--- src/rtl/div64_seq.sv ---
// div64_seq -- multi-cycle RV64 DIV/DIVU/REM/REMU sequencer (restoring division).
//
// Also contains CLA_64bit, the 64-bit carry-lookahead adder used as the
// trial subtractor (one instance, time-shared across all iterations).
//
// Ports (div64_seq):
//   clk        in   rising-edge clock
//   rst_n      in   asynchronous active-low reset
//   in_valid   in   operands/op valid
//   in_ready   out  high only in IDLE
//   op         in   00=DIV 01=DIVU 10=REM 11=REMU
//   dividend   in   rs1
//   divisor    in   rs2
//   out_valid  out  result valid (DONE)
//   out_ready  in   consumer accepts result
//   result     out  quotient or remainder
//   busy       out  state != IDLE
//   kill       in   abort in-flight op (only when DIV_KILL_EN is defined)
//
// Optional feature macro: DIV_KILL_EN (adds the kill port).

module CLA_64bit (
    input  logic [63:0] A,
    input  logic [63:0] B,
    input  logic        Cin,
    output logic [63:0] Result,
    output logic        Cout,
    output logic        Overflow
);
    logic [63:0] g;
    logic [63:0] p;
    logic [64:0] c;

    assign g    = A & B;
    assign p    = A ^ B;
    assign c[0] = Cin;

    // 4-bit lookahead groups; group carries chain between groups.
    for (genvar gi = 0; gi < 16; gi++) begin : g_grp
        localparam int B0 = 4 * gi;
        assign c[B0+1] = g[B0] | (p[B0] & c[B0]);
        assign c[B0+2] = g[B0+1] | (p[B0+1] & g[B0]) | (p[B0+1] & p[B0] & c[B0]);
        assign c[B0+3] = g[B0+2] | (p[B0+2] & g[B0+1]) | (p[B0+2] & p[B0+1] & g[B0])
                       | (p[B0+2] & p[B0+1] & p[B0] & c[B0]);
        assign c[B0+4] = g[B0+3] | (p[B0+3] & g[B0+2]) | (p[B0+3] & p[B0+2] & g[B0+1])
                       | (p[B0+3] & p[B0+2] & p[B0+1] & g[B0])
                       | (p[B0+3] & p[B0+2] & p[B0+1] & p[B0] & c[B0]);
    end

    assign Result   = p ^ c[63:0];
    assign Cout     = c[64];
    assign Overflow = c[64] ^ c[63];
endmodule

module div64_seq #(
    parameter int XLEN  = 64,
    parameter int CNT_W = 7
) (
    input  logic            clk,
    input  logic            rst_n,
    input  logic            in_valid,
    output logic            in_ready,
    input  logic [1:0]      op,
    input  logic [XLEN-1:0] dividend,
    input  logic [XLEN-1:0] divisor,
    output logic            out_valid,
    input  logic            out_ready,
    output logic [XLEN-1:0] result,
    output logic            busy
`ifdef DIV_KILL_EN
    ,
    input  logic            kill
`endif
);
    typedef enum logic [2:0] {IDLE, PREP, ITER, FIX, DONE} state_t;

    state_t            state_q, state_d;
    logic [1:0]        op_q, op_d;
    logic [XLEN-1:0]   a_q, a_d;
    logic [XLEN-1:0]   b_q, b_d;
    logic [XLEN-1:0]   bmag_q, bmag_d;
    logic [XLEN-1:0]   rem_q, rem_d;
    logic [XLEN-1:0]   quo_q, quo_d;
    logic [CNT_W-1:0]  cnt_q, cnt_d;
    logic              neg_quo_q, neg_quo_d;
    logic              neg_rem_q, neg_rem_d;
    logic [XLEN-1:0]   result_q, result_d;

    logic              kill_req;
    logic              is_signed;
    logic [XLEN-1:0]   a_mag, b_mag;
    logic              sgn_ovf;
    logic [XLEN-1:0]   shifted;
    logic [XLEN-1:0]   sum;
    logic              cout;
    logic              adder_ovf_unused;
    logic              take;
    logic [XLEN-1:0]   quo_fix, rem_fix;

`ifdef DIV_KILL_EN
    assign kill_req = kill;
`else
    assign kill_req = 1'b0;
`endif

    // Operand conditioning (PREP), using local negation rather than the adder.
    assign is_signed = ~op_q[0];
    assign a_mag     = (is_signed && a_q[XLEN-1]) ? (~a_q + 1'b1) : a_q;
    assign b_mag     = (is_signed && b_q[XLEN-1]) ? (~b_q + 1'b1) : b_q;
    assign sgn_ovf   = is_signed && (a_q == {1'b1, {(XLEN-1){1'b0}}}) && (b_q == '1);

    // Trial subtraction: shifted - |b| as shifted + ~|b| + 1.
    assign shifted = {rem_q[XLEN-2:0], quo_q[XLEN-1]};

    CLA_64bit u_cla (
        .A        (shifted),
        .B        (~bmag_q),
        .Cin      (1'b1),
        .Result   (sum),
        .Cout     (cout),
        .Overflow (adder_ovf_unused)
    );

    // rem[63] set means the 65-bit shifted value already exceeds any divisor.
    assign take    = rem_q[XLEN-1] | cout;
    assign quo_fix = neg_quo_q ? (~quo_q + 1'b1) : quo_q;
    assign rem_fix = neg_rem_q ? (~rem_q + 1'b1) : rem_q;

    always_comb begin
        state_d   = state_q;
        op_d      = op_q;
        a_d       = a_q;
        b_d       = b_q;
        bmag_d    = bmag_q;
        rem_d     = rem_q;
        quo_d     = quo_q;
        cnt_d     = cnt_q;
        neg_quo_d = neg_quo_q;
        neg_rem_d = neg_rem_q;
        result_d  = result_q;

        case (state_q)
            IDLE: begin
                if (in_valid && !kill_req) begin
                    op_d    = op;
                    a_d     = dividend;
                    b_d     = divisor;
                    state_d = PREP;
                end
            end
            PREP: begin
                neg_quo_d = is_signed && (a_q[XLEN-1] ^ b_q[XLEN-1]) && (b_q != '0);
                neg_rem_d = is_signed && a_q[XLEN-1];
                if (b_q == '0) begin
                    result_d = op_q[1] ? a_q : '1;
                    state_d  = DONE;
                end else if (sgn_ovf) begin
                    result_d = op_q[1] ? '0 : a_q;
                    state_d  = DONE;
                end else begin
                    rem_d   = '0;
                    quo_d   = a_mag;
                    bmag_d  = b_mag;
                    cnt_d   = '0;
                    state_d = ITER;
                end
            end
            ITER: begin
                rem_d = take ? sum : shifted;
                quo_d = {quo_q[XLEN-2:0], take};
                cnt_d = cnt_q + 1'b1;
                if (cnt_q == CNT_W'(XLEN - 1)) begin
                    state_d = FIX;
                end
            end
            FIX: begin
                result_d = op_q[1] ? rem_fix : quo_fix;
                state_d  = DONE;
            end
            DONE: begin
                if (out_ready) begin
                    state_d = IDLE;
                end
            end
            default: state_d = IDLE;
        endcase

        // Abort wins over everything, including a same-cycle result handoff.
        if (kill_req && (state_q != IDLE)) begin
            state_d = IDLE;
        end
    end

    always_ff @(posedge clk or negedge rst_n) begin
        if (!rst_n) begin
            state_q   <= IDLE;
            op_q      <= '0;
            a_q       <= '0;
            b_q       <= '0;
            bmag_q    <= '0;
            rem_q     <= '0;
            quo_q     <= '0;
            cnt_q     <= '0;
            neg_quo_q <= 1'b0;
            neg_rem_q <= 1'b0;
            result_q  <= '0;
        end else begin
            state_q   <= state_d;
            op_q      <= op_d;
            a_q       <= a_d;
            b_q       <= b_d;
            bmag_q    <= bmag_d;
            rem_q     <= rem_d;
            quo_q     <= quo_d;
            cnt_q     <= cnt_d;
            neg_quo_q <= neg_quo_d;
            neg_rem_q <= neg_rem_d;
            result_q  <= result_d;
        end
    end

    assign in_ready  = (state_q == IDLE);
    assign out_valid = (state_q == DONE);
    assign busy      = (state_q != IDLE);
    assign result    = result_q;
endmodule

--- config.mk ---
export PLATFORM = sky130hd
export DESIGN_NAME = div64_seq
export DESIGN_NICKNAME = d
export VERILOG_FILES = /design/src/rtl/div64_seq.sv
export SDC_FILE = /design/constraint.sdc
export NUM_CORES = 1
export LEC_CHECK = 0
export CORE_ASPECT_RATIO = 1.4
export CORE_MARGIN = 2
export CORE_UTILIZATION = 30
export CTS_CLUSTER_SIZE = 25
export DETAILED_ROUTE_END_ITERATION = 12
export GPL_ROUTABILITY_DRIVEN = 1
export SLEW_MARGIN = 30
export SYNTH_ARGS = -nofsm -noshare
export SYNTH_HDL_FRONTEND = slang
export SYNTH_HIERARCHICAL = 1
export SYNTH_SLANG_ARGS = --single-unit
export TNS_END_PERCENT = 20
--- constraint.sdc ---
create_clock -name clk -period 4.8 [get_ports clk]
set_input_delay 0.96 -clock clk [delete_from_list [all_inputs] [get_ports clk]]
set_output_delay 0.96 -clock clk [all_outputs]
set_load 0.005 [all_outputs]
---- Yosys cells after proc, flatten, opt, wreduce, memory -nomap -nowiden ----
Cells that the tools add are included.
storage, ports and cells
  output and inout bits ................... 67
  register bits ........................... 398
operators by class
  equal/unequal tests ..................... 13
  bitwise operators ....................... 425
  add/sub/neg operators ................... 5
  reduce and logical (&&, ||, !) cells .... 17
  mux-type cells .......................... 26
operators by type and width
  cell                                                                    count
  64-bit two-way mux                                                      14
  64-bit one-hot mux with 2 select lines                                  3
  64-bit inverter                                                         5
  64-bit by 1-bit adder with 64-bit output (second input constant)        4
  1-bit bitwise AND                                                       252
  1-bit OR                                                                161
  64-bit equality test (second input constant)                            2
  64-bit bitwise XOR                                                      2
  64-bit bitwise AND                                                      1
  64-bit zero test                                                        1
  64-bit nonzero test                                                     1
  3-bit two-way mux                                                       5
  3-bit one-hot mux with 5 select lines                                   1
  7-bit two-way mux                                                       2
  7-bit one-hot mux with 2 select lines                                   1
  3-bit AND reduction                                                     3
  2-bit != test (second input constant)                                   4
  7-bit by 1-bit adder with 7-bit output (second input constant)          1
  7-bit by 6-bit equality test with 1-bit output (second input constant)  1
  3-bit by 2-bit equality test with 1-bit output (second input constant)  2
  1-bit logical AND                                                       6
  2-bit AND reduction                                                     2
  2-bit nonzero test                                                      2
  3-bit by 1-bit equality test with 1-bit output (second input constant)  1
  other kinds (7)                                                         9

---- Depth between registers and ports, before layout ----
Gate-level depths: netlist of run 1.
  word-level depth ........................ 40
  depth in mapped cells ................... 15

---- Cells and area by module ----
The synthesis of run 1 kept the hierarchy.
by module, submodules not included
  module     cells each  times used  area each (um^2)
  div64_seq  2553        1           23532.6
  CLA_64bit  338         1           2884.0

---- Least setup slack after synthesis of run 1 ----
OpenSTA, ideal clock, no wires.
  kind .................................... reg2reg
  from .................................... register rem_q[28]
  to ...................................... register rem_q[4]
  period minus slack after synthesis ...... 3.793 ns
  path buffers ............................ 1
  required time ........................... 4.666 ns
  setup time .............................. 0.134 ns
  arrival ................................. 3.659 ns
  stages on the path, launching flop included .. 15
  path slack .............................. 1.007 ns
  cells stage by stage .................... dfrtp_1 ha_1 a21oi_1 o21ai_1 a2111oi_2 o211ai_1 o21ai_4 o31ai_2 a21oi_2 o21bai_4 a21o_1 nor2_1 clkbuf_1 mux2i_1 o21ai_0
on the way
  cells in the longest elaborated chain, start to end .. 24
  elaborated cells between the ends (all ways) .. 29
  those cells by class .................... mux: 2; bitwise: 27
ends and longest elaborated chain
  what                                                             RTL line    text
  start: declaration                                               82          logic [XLEN-1:0] rem_q, rem_d;
  start signal: assignment                                         213         rem_q <= rem_d;
  64-bit bitwise AND / 64-bit bitwise XOR (equally long branches)  34, 35
  1-bit bitwise AND, on equally long branches                      45, 46, 47
  1-bit OR (tied with other cells)                                 45          assign c[B0+4] = g[B0+3] | (p[B0+3] & g[B0+2]) | (p[B0+3] & p[B0+2] & g[B0+1])
  1-bit OR / 1-bit bitwise AND (equally long branches)             46, 47
  1-bit OR *                                                       47          | (p[B0+3] & p[B0+2] & p[B0+1] & p[B0] & c[B0]);
  1-bit bitwise AND *                                              47
  1-bit OR *                                                       47
  1-bit bitwise AND *                                              47
  [... 9 more ...]                                                 n/a
  1-bit bitwise AND *                                              47
  1-bit OR *                                                       47
  1-bit bitwise AND *                                              47
  1-bit OR *                                                       47
  net cout                                                         95          logic cout;
  1-bit OR *                                                       125         assign take = rem_q[XLEN-1] | cout;
  64-bit two-way mux *                                             169         rem_d = take ? sum : shifted;
  64-bit one-hot mux with 2 select lines *                         142         case (state_q)
Mark *: on every way through the listed nets, which the timed path passes. The rest lies on a longest branch.
A chain may end at the register's enable or synchronous reset.

---- Worst setup path in the final report of run 1 ----
  from .................................... register quo_q[63]
  to ...................................... register rem_q[32]
on the way
  cells in the longest elaborated chain, start to end .. 37
  elaborated cells between the ends (all ways) .. 40
  those cells by class .................... mux: 2; bitwise: 38
ends and longest elaborated chain
  what                                      RTL line  text
  start: declaration                        83        logic [XLEN-1:0] quo_q, quo_d;
  start signal: assignment                  214       quo_q <= quo_d;
  64-bit bitwise AND                        34        assign g = A & B;
  1-bit bitwise AND                         46        | (p[B0+3] & p[B0+2] & p[B0+1] & g[B0])
  1-bit OR                                  46
  1-bit OR *                                47
  1-bit bitwise AND *                       47
  1-bit OR *                                47
  1-bit bitwise AND *                       47
  1-bit OR *                                47
  [... 22 more ...]                         n/a
  1-bit bitwise AND *                       47
  1-bit OR *                                47
  1-bit bitwise AND *                       47
  1-bit OR *                                47
  net cout                                  95
  1-bit OR *                                125
  64-bit two-way mux *                      169
  64-bit one-hot mux with 2 select lines *  142
Marked as above.

==> flow_summary.json, run 1 <==
{
  "status": "complete, no violations",
  "grt_pass1_vias": 22300,
  "port_buffers": 200,
  "cts-buffers-inserted": 45,
  "die_w_um": 255,
  "rows": 128,
  "cts.reportedPaths.clkPinSlew_ps": 60,
  "hold_viol_final": 0,
  "ioPinCount": 201,
  "grt_first_pass_wirelength_um": 135000,
  "worst_slew_pin_slew_ps": 966,
  "postRouteAntennaNets": 0,
  "cts_setup_buffers": 0,
  "endpoint_kind": "register",
  "dieArea_sq_um": 90400,
  "place_hpwl_um": 63900,
  "irDropWorstVdd_mv": 0.309,
  "overflow": 0,
  "clock-root-buffer": "clkbuf_16",
  "cts_hold_buf": 0,
  "drive_above_1_share_pct": 10.5,
  "viasPerCell": 5.38,
  "critPathArrivalTime_ps": 4540,
  "cp_max_fo": 12,
  "finalCriticalPeriod_ps": 4100,
  "place_area_sq_um": 29700,
  "cp-start-kind": "register",
  "final_cell_mix": "dfrtp_1, o21ai_0, nand2_1",
  "power.leakage_uw": 0.0122,
  "slew_headroom_pct": 35.0,
  "track_usage_pct": 18.9,
  "final_common_cell": "dfrtp_1",
  "powerDensity_nw_per_um2": 772,
  "clock_skew_ps": 26.8,
  "rsz0062_at_grt": "no",
  "wire_per_inst_um": 20.5,
  "drc": 0,
  "fin_setup_tns_ps": 0,
  "yosys_warnings": 6,
  "syn_to_final_growth_pct": 17.9,
  "cap_violations": 0,
  "final_area_sq_um": 31100,
  "initial_core_util_pct": 30.3,
  "grt_max_degree": 102,
  "cts-htree-levels": 2,
  "path_class": "reg -> reg",
  "wl_um": 86300,
  "cts_resized": 0,
  "antenna_found_initial": 3,
  "syn_area_per_cell_sq_um": 9.14,
  "nets": 3219,
  "drt_first_pass_iters": 8,
  "slew_violations": 0,
  "drtIter0Drc": 1750,
  "finalCritPeriodShare_pct": 85.4,
  "finalSetupViolCount": 0,
  "finish.utilization_pct": 35.7,
  "clock_latency_ps": 610,
  "clock-sinks": 398,
  "dr_total_vias": 22600,
  "clock_path_buffers": 3,
  "dieHeight_um": 355,
  "diodes": 0,
  "gp_congestion": 0.909,
  "hp-class": "in -> async",
  "postSynthCellCount": 2889,
  "netlist_area_sq_um": 26400,
  "cts_tree": "yes",
  "coreArea_sq_um": 87100,
  "max_clock_freq_mhz": 244,
  "critPathRequiredTime_ps": 5240
}
flip-flops by register name, indices dropped and copies added (netlist names):
name,flops
bmag_q,64
op_q,2
result,64
neg_rem_q,1
a_q,64
cnt_q,7
rem_q,64
quo_q,64
state_q,3
neg_quo_q,1
b_q,64
report_power, final:
group	switching, uW	total, uW	internal, uW
registers	2580	7540	4960
clock network	1450	3500	2050
logic	6950	13000	6040
total	11000	24000	13000
worst max-delay path: stages (launching register included):
cell and delay (ps):
dfrtp_1 530, ha_1 390, a211oi_2 260, o21ai_1 190, a311oi_4 360, a211oi_4 160, o21ai_4 290, o31ai_2 140
a21oi_2 250, o21bai_4 80, a21o_1 230, nor2_4 410, buf_4 340, mux2i_1 210, o21ai_0 100
routing by layer:
layer  share of wire [%]  up-vias  global-route usage, %
met1                  43    11000                   24.6
li1                    -    10700                      -
met4                 4.8        0                   8.81
met2                  46      761                   30.5
met5                   0        -                      0
met3                 5.8      189                   3.17
metrics by stage:
| step | std cells | hold WS [ps] | total power (uW) | setup WS (ps) |
|---|---|---|---|---|
| 2_1_floorplan | 2891 | 450 | 16400 | 1020 |
| 3_3_place_gp | 4122 | 461 | 20300 | 762 |
| 3_5_place_dp | 4122 | 471 | 20500 | 717 |
| 4_1_cts | 4200 | 430 | 24100 | 683 |
| 5_1_grt | 4200 | 471 | 26000 | 402 |
| 6_report | 4200 | 415 | 24000 | 701 |
layout make-up:
type                            count  area, sq um
Clock buffer                       72         1330
Clock inverter                      6          111
Fill cell                        8941        56000
Inverter                          106          398
Multi-Input combinational cell   2189        15300
Sequential cell                   398         9960
Tap cell                         1170         1460
Timing Repair Buffer              259         2590
path summary, 6_finish.rpt:
check / start / endpoint / slack (ps) / cells past startpoint
max: quo_q[63] / rem_q[32] / 700 / 14
min: rst_n / b_q[54] / 420 / 1
max reg2reg: quo_q[63] / rem_q[32] / 700 / 14
min reg2reg: bmag_q[30] / bmag_q[30] / 480 / 2
max in group asynchronous: rst_n / a_q[2] / 3420 / 2
min in group clk: bmag_q[30] / bmag_q[30] / 480 / 2
(Power assumes the default switching activity.)
==> inputs of run 2 (changes only) <==
Clock period 4.8 ns to 4.94 ns, I/O delays scaled along.
==> run 2 against run 1 <==
Against the previous run:
- utilization is 0.31 points higher
- first-iteration DRC count is 8.9% higher
- worst setup slack better by 200 ps
- routed wire length is 0.38% higher
- sequential power is 3% lower
- critical path depth stayed put
- final area is 0.86% higher
- via count is 0.14% lower
- sequential share of layout area is 0.27 points lower
- final cell count hardly changed
==> flow_summary.json, run 2 (synthesized netlist as in run 1, its figures left out) <==
{
  "dieArea_sq_um": 90400,
  "clock-sinks": 398,
  "finalCriticalPeriod_ps": 4040,
  "grt_first_pass_wirelength_um": 134000,
  "p_comb_share_pct": 52.8,
  "slew_violations": 0,
  "cts-buffers-inserted": 45,
  "status": "complete, no violations",
  "n_fill_cell": 8861,
  "slew_headroom_pct": 31.7,
  "cp-start-kind": "register",
  "drt_first_pass_iters": 6,
  "overflow": 0,
  "clock_skew_ps": 21.8,
  "drtIter0Drc": 1906,
  "syn_to_final_growth_pct": 18.9,
  "wl_um": 86600,
  "cts.reportedPaths.clkPinSlew_ps": 60,
  "cellInternalPower_uw": 13100,
  "antenna_found_initial": 2,
  "cts_resized": 0,
  "worstRegToRegCells": 14,
  "critPathRequiredTime_ps": 5380,
  "place_ws_ps": 886,
  "switching_share_pct": 45.1,
  "cts_hold_buf": 0,
  "worst_slew_pin_slew_ps": 1020,
  "clock_path_buffers": 3,
  "hold_viol_final": 0,
  "grt_pass1_vias": 22100,
  "track_usage_pct": 18.9,
  "cts-htree-levels": 2,
  "drc": 0,
  "path_class": "reg -> reg",
  "critPathArrivalTime_ps": 4480,
  "clkPwrFrac_pct": 16.5,
  "clock-root-buffer": "clkbuf_16",
  "finalSetupViolCount": 0,
  "seqPwrFrac_pct": 30.7,
  "final_common_cell": "dfrtp_1",
  "powerDensity_nw_per_um2": 761,
  "viasPerCell": 5.37,
  "postRouteAntennaNets": 0,
  "rows": 128,
  "die_w_um": 255,
  "dr_total_vias": 22600,
  "wire_per_inst_um": 20.6,
  "cap_violations": 0,
  "final_cell_mix": "dfrtp_1, o21ai_0, nand2_1",
  "coreArea_sq_um": 87100,
  "clock_latency_ps": 610,
  "p_switching_uw": 10800,
  "hp-class": "in -> async",
  "initial_core_util_pct": 30.3,
  "drive_above_1_share_pct": 11.2,
  "ioPinCount": 201,
  "cts_setup_buffers": 0,
  "nets": 3218,
  "grt_max_degree": 171,
  "irDropWorstVdd_mv": 0.422,
  "place_hpwl_um": 63300,
  "dieHeight_um": 355,
  "diodes": 0,
  "finalCritPeriodShare_pct": 81.8,
  "fin_setup_tns_ps": 0,
  "max_clock_freq_mhz": 248,
  "setup_ws_ps": 901,
  "cts_tree": "yes",
  "rsz0062_at_grt": "no",
  "endpoint_kind": "register",
  "power.leakage_uw": 0.0124,
  "gp_congestion": 0.923,
  "port_buffers": 200,
  "cp_max_fo": 14
}
## run 2: per-layer routing
metal,vias to the layer above,part of all wire (%),global-route usage (%),wire length [um]
met5,-,0.015,0,13
met4,2,4.2,7.59,3650
met3,177,5.8,2.64,5010
met2,775,47,31.3,40800
met1,11000,43,24.7,37100
li1,10700,-,-,-
## run 2: final cells by class
| type | instances | area, sq um | share of cell area [%] |
|---|---|---|---|
| clock buffers | 57 | 1270 | 4.05 |
| clock inverters | 26 | 453 | 1.44 |
| inverters | 106 | 398 | 1.27 |
| multi-input cells | 2189 | 15300 | 48.6 |
| flip-flops and latches | 398 | 9960 | 31.7 |
| well taps | 1170 | 1460 | 4.66 |
| repair buffers | 258 | 2570 | 8.20 |
## run 2: worst paths after layout
check	startpoint	endpoint	slack (ps)
worst max-delay path	rem_q[20]	rem_q[56]	900
worst min-delay path	rst_n	b_q[54]	370
worst max register to register	rem_q[20]	rem_q[56]	900
worst min register to register	bmag_q[49]	bmag_q[49]	470
max in group asynchronous	rst_n	b_q[15]	3510
min in group clk	bmag_q[49]	bmag_q[49]	470
## run 2: power by group through the flow
stage          clock, uW  combinational (uW)  sequential (uW)
2_1_floorplan          0                9780             6180
3_3_place_gp           0               12400             7300
3_5_place_dp           0               12500             7340
4_1_cts             4060               12600             7290
5_1_grt             4160               14000             7580
6_report            3950               12600             7340
## run 2: worst max-delay path, cell delays in order (launching register included)
cell and delay, ps:
dfrtp_1 470, ha_1 380, a21oi_1 140, o21ai_0 180, a2111oi_2 460, o211ai_1 220
o21ai_4 270, o31ai_2 130, a21oi_2 230, o21bai_4 80, a21o_1 230, nor2_4 430
buf_4 330, mux2i_1 210, o21ai_0 90
## run 2: stage by stage
step | utilization, % | cells | hold slack [ps] | power, uW | cell area (sq um)
after CTS | 36.0 | 4203 | 404 | 23900 | 31400
final | 36.0 | 4204 | 373 | 23900 | 31400
after floorplan | - | 2891 | 450 | 16000 | 26400
after detailed placement | 34.0 | 4120 | 470 | 19900 | 29600
after global placement | 34.0 | 4120 | 462 | 19700 | 29600
after global routing | 36.0 | 4204 | 433 | 25700 | 31400
==> inputs of run 3 (changes only) <==
Clock period 4.94 ns to 3.3 ns, I/O delays scaled along.
==> run 3 against run 2 <==
Against the previous run:
- register-to-register slack worse by 980 ps
- final cell count up 7.5%
- largest cell class unchanged
- critical path type unchanged
- sequential power up 36%
- the run now ends with negative setup slack left
- die area unchanged
- sequential share of layout area down 2.9 points
- worst setup slack worse by 980 ps
- total power up 66%
- clock power up 40%
- utilization up 3.6 points
- fmax up 20%
==> flow_summary.json, run 3 (synthesized netlist as in run 1, its figures left out) <==
{
  "slew_violations": 0,
  "grtUsageMet1_pct": 25.6,
  "drive_above_1_share_pct": 21.8,
  "track_usage_pct": 19.9,
  "r2r-start": "rem_q[14]",
  "worst-r2r-setup-slack_ps": -80,
  "cts.reportedPaths.clkPinSlew_ps": 60,
  "finalCriticalPeriod_ps": 3380,
  "clock-root-buffer": "clkbuf_16",
  "rows": 128,
  "path_class": "reg -> reg",
  "fin_setup_tns_ps": -325,
  "clock_skew_ps": 23.5,
  "slew_headroom_pct": 42.2,
  "grt_use_met3_pct": 2.85,
  "grtUsageMet2_pct": 33.5,
  "port_buffers": 200,
  "finalCritPeriodShare_pct": 102,
  "cp_max_fo": 3,
  "setup_ws_ps": -77.9,
  "antenna_found_initial": 1,
  "busiest_layer": "met2",
  "critPathRequiredTime_ps": 3770,
  "powerDensity_nw_per_um2": 1150,
  "clock-sinks": 398,
  "gp_congestion": 0.940,
  "cts_tree": "yes",
  "diodes": 0,
  "drtIter0Drc": 1829,
  "initial_core_util_pct": 30.3,
  "viasPerCell": 5.29,
  "drt_first_pass_iters": 6,
  "hp-class": "in -> async",
  "cp-start-kind": "register",
  "coreArea_sq_um": 87100,
  "worst_slew_pin_slew_ps": 867,
  "clock_path_buffers": 3,
  "wire_per_inst_um": 20.2,
  "r2r-end": "rem_q[57]",
  "rsz0062_at_grt": "yes",
  "status": "finished, violations left",
  "hold_viol_final": 0,
  "endpoint_kind": "register",
  "place_hpwl_um": 69400,
  "postRouteAntennaNets": 0,
  "dr_total_vias": 23900,
  "worstRegToRegCells": 15,
  "nets": 3534,
  "die_w_um": 255,
  "cts_hold_buf": 0,
  "wl_um": 91300,
  "n_fill_cell": 8653,
  "grt_pass1_vias": 24100,
  "cts-buffers-inserted": 46,
  "ioPinCount": 201,
  "grt_max_degree": 74,
  "final_cell_mix": "dfrtp_1, buf_4, nand2_1",
  "final_common_cell": "dfrtp_1",
  "cap_violations": 0,
  "syn_to_final_growth_pct": 30.8,
  "grt_first_pass_wirelength_um": 141000,
  "cts-htree-levels": 2,
  "critPathArrivalTime_ps": 3840,
  "irDropWorstVdd_mv": 0.515,
  "violations": "negative setup slack",
  "max_clock_freq_mhz": 296,
  "clock_latency_ps": 600,
  "drc": 0,
  "overflow": 0,
  "finish.utilization_pct": 39.6,
  "dieArea_sq_um": 90400,
  "finalPower_uw": 39800,
  "power.leakage_uw": 0.0140,
  "finalSetupViolCount": 6,
  "dieHeight_um": 355
}
## run 3: changes by cell type in the layout (fill, tap and decap cells not counted), sizes merged
cell,change
clkinvlp,+3
inv,-3
bufinv,-8
clkinv,+2
buf,+313
clkbuf,+9
## run 3: critical path, cell delays in order, from the launching register on
cell       delay [ps]
dfrtp_1           400
ha_1              330
a21oi_1           160
o21ai_1           110
a311oi_4          340
a211oi_4          140
o21ai_4           290
o21bai_4          120
a2111oi_4         350
buf_4             170
buf_4             100
nor2_2             40
fa_2              340
xor2_1            170
mux2i_1           120
o21ai_0            80
## run 3: area by class of cell
type	instances	area (sq um)	share of cell area, %
inverter	106	398	1.15
tap	1170	1460	4.24
clock inverter	20	228	0.660
sequential	398	9960	28.9
multi-input combinational	2189	15800	45.7
timing repair buffer	573	5290	15.3
clock buffer	64	1400	4.06
## run 3: metrics by stage
stage	std cells	hold slack [ps]	area, sq um	worst slack [ps]
floorplan	2891	364	26400	-38.4
global placement	4419	461	32100	-311
detailed placement	4419	469	32100	-340
CTS	4511	49.1	34100	-55.7
global route	4520	74.0	34500	-244
finish	4520	50.2	34500	-77.9
## run 3: worst max-delay path by stage
| stage | from | end |
|---|---|---|
| floorplan | rem_q[28] | rem_q[61] |
| global placement | rem_q[22] | rem_q[43] |
| detailed placement | rem_q[22] | rem_q[43] |
| CTS | bmag_q[23] | rem_q[61] |
| global route | bmag_q[3] | rem_q[61] |
| finish | rem_q[14] | rem_q[57] |
## run 3: what timing repair did
action,4_1_cts,5_1_grt
resized for setup,46,91
gates cloned,0,3
setup endpoints to repair,70,170
pin swaps,23,25
setup buffers,8,7
## run 3: where the power goes
| part | leakage (uW) | internal [uW] | total (uW) | switching, uW |
|---|---|---|---|---|
| logic | 0.00835 | 11900 | 24300 | 12400 |
| registers | 0.00490 | 7220 | 9970 | 2750 |
| clock network | 0.000795 | 3290 | 5540 | 2260 |
| total | 0.0140 | 22400 | 39800 | 17400 |
## run 3: per-layer routing
layer	vias to the layer above	routed length [um]	part of all wire (%)
met4	0	3850	4.2
met2	722	43900	48
met5	-	0	0
met3	178	4760	5.2
li1	11300	-	-
met1	11700	38800	43
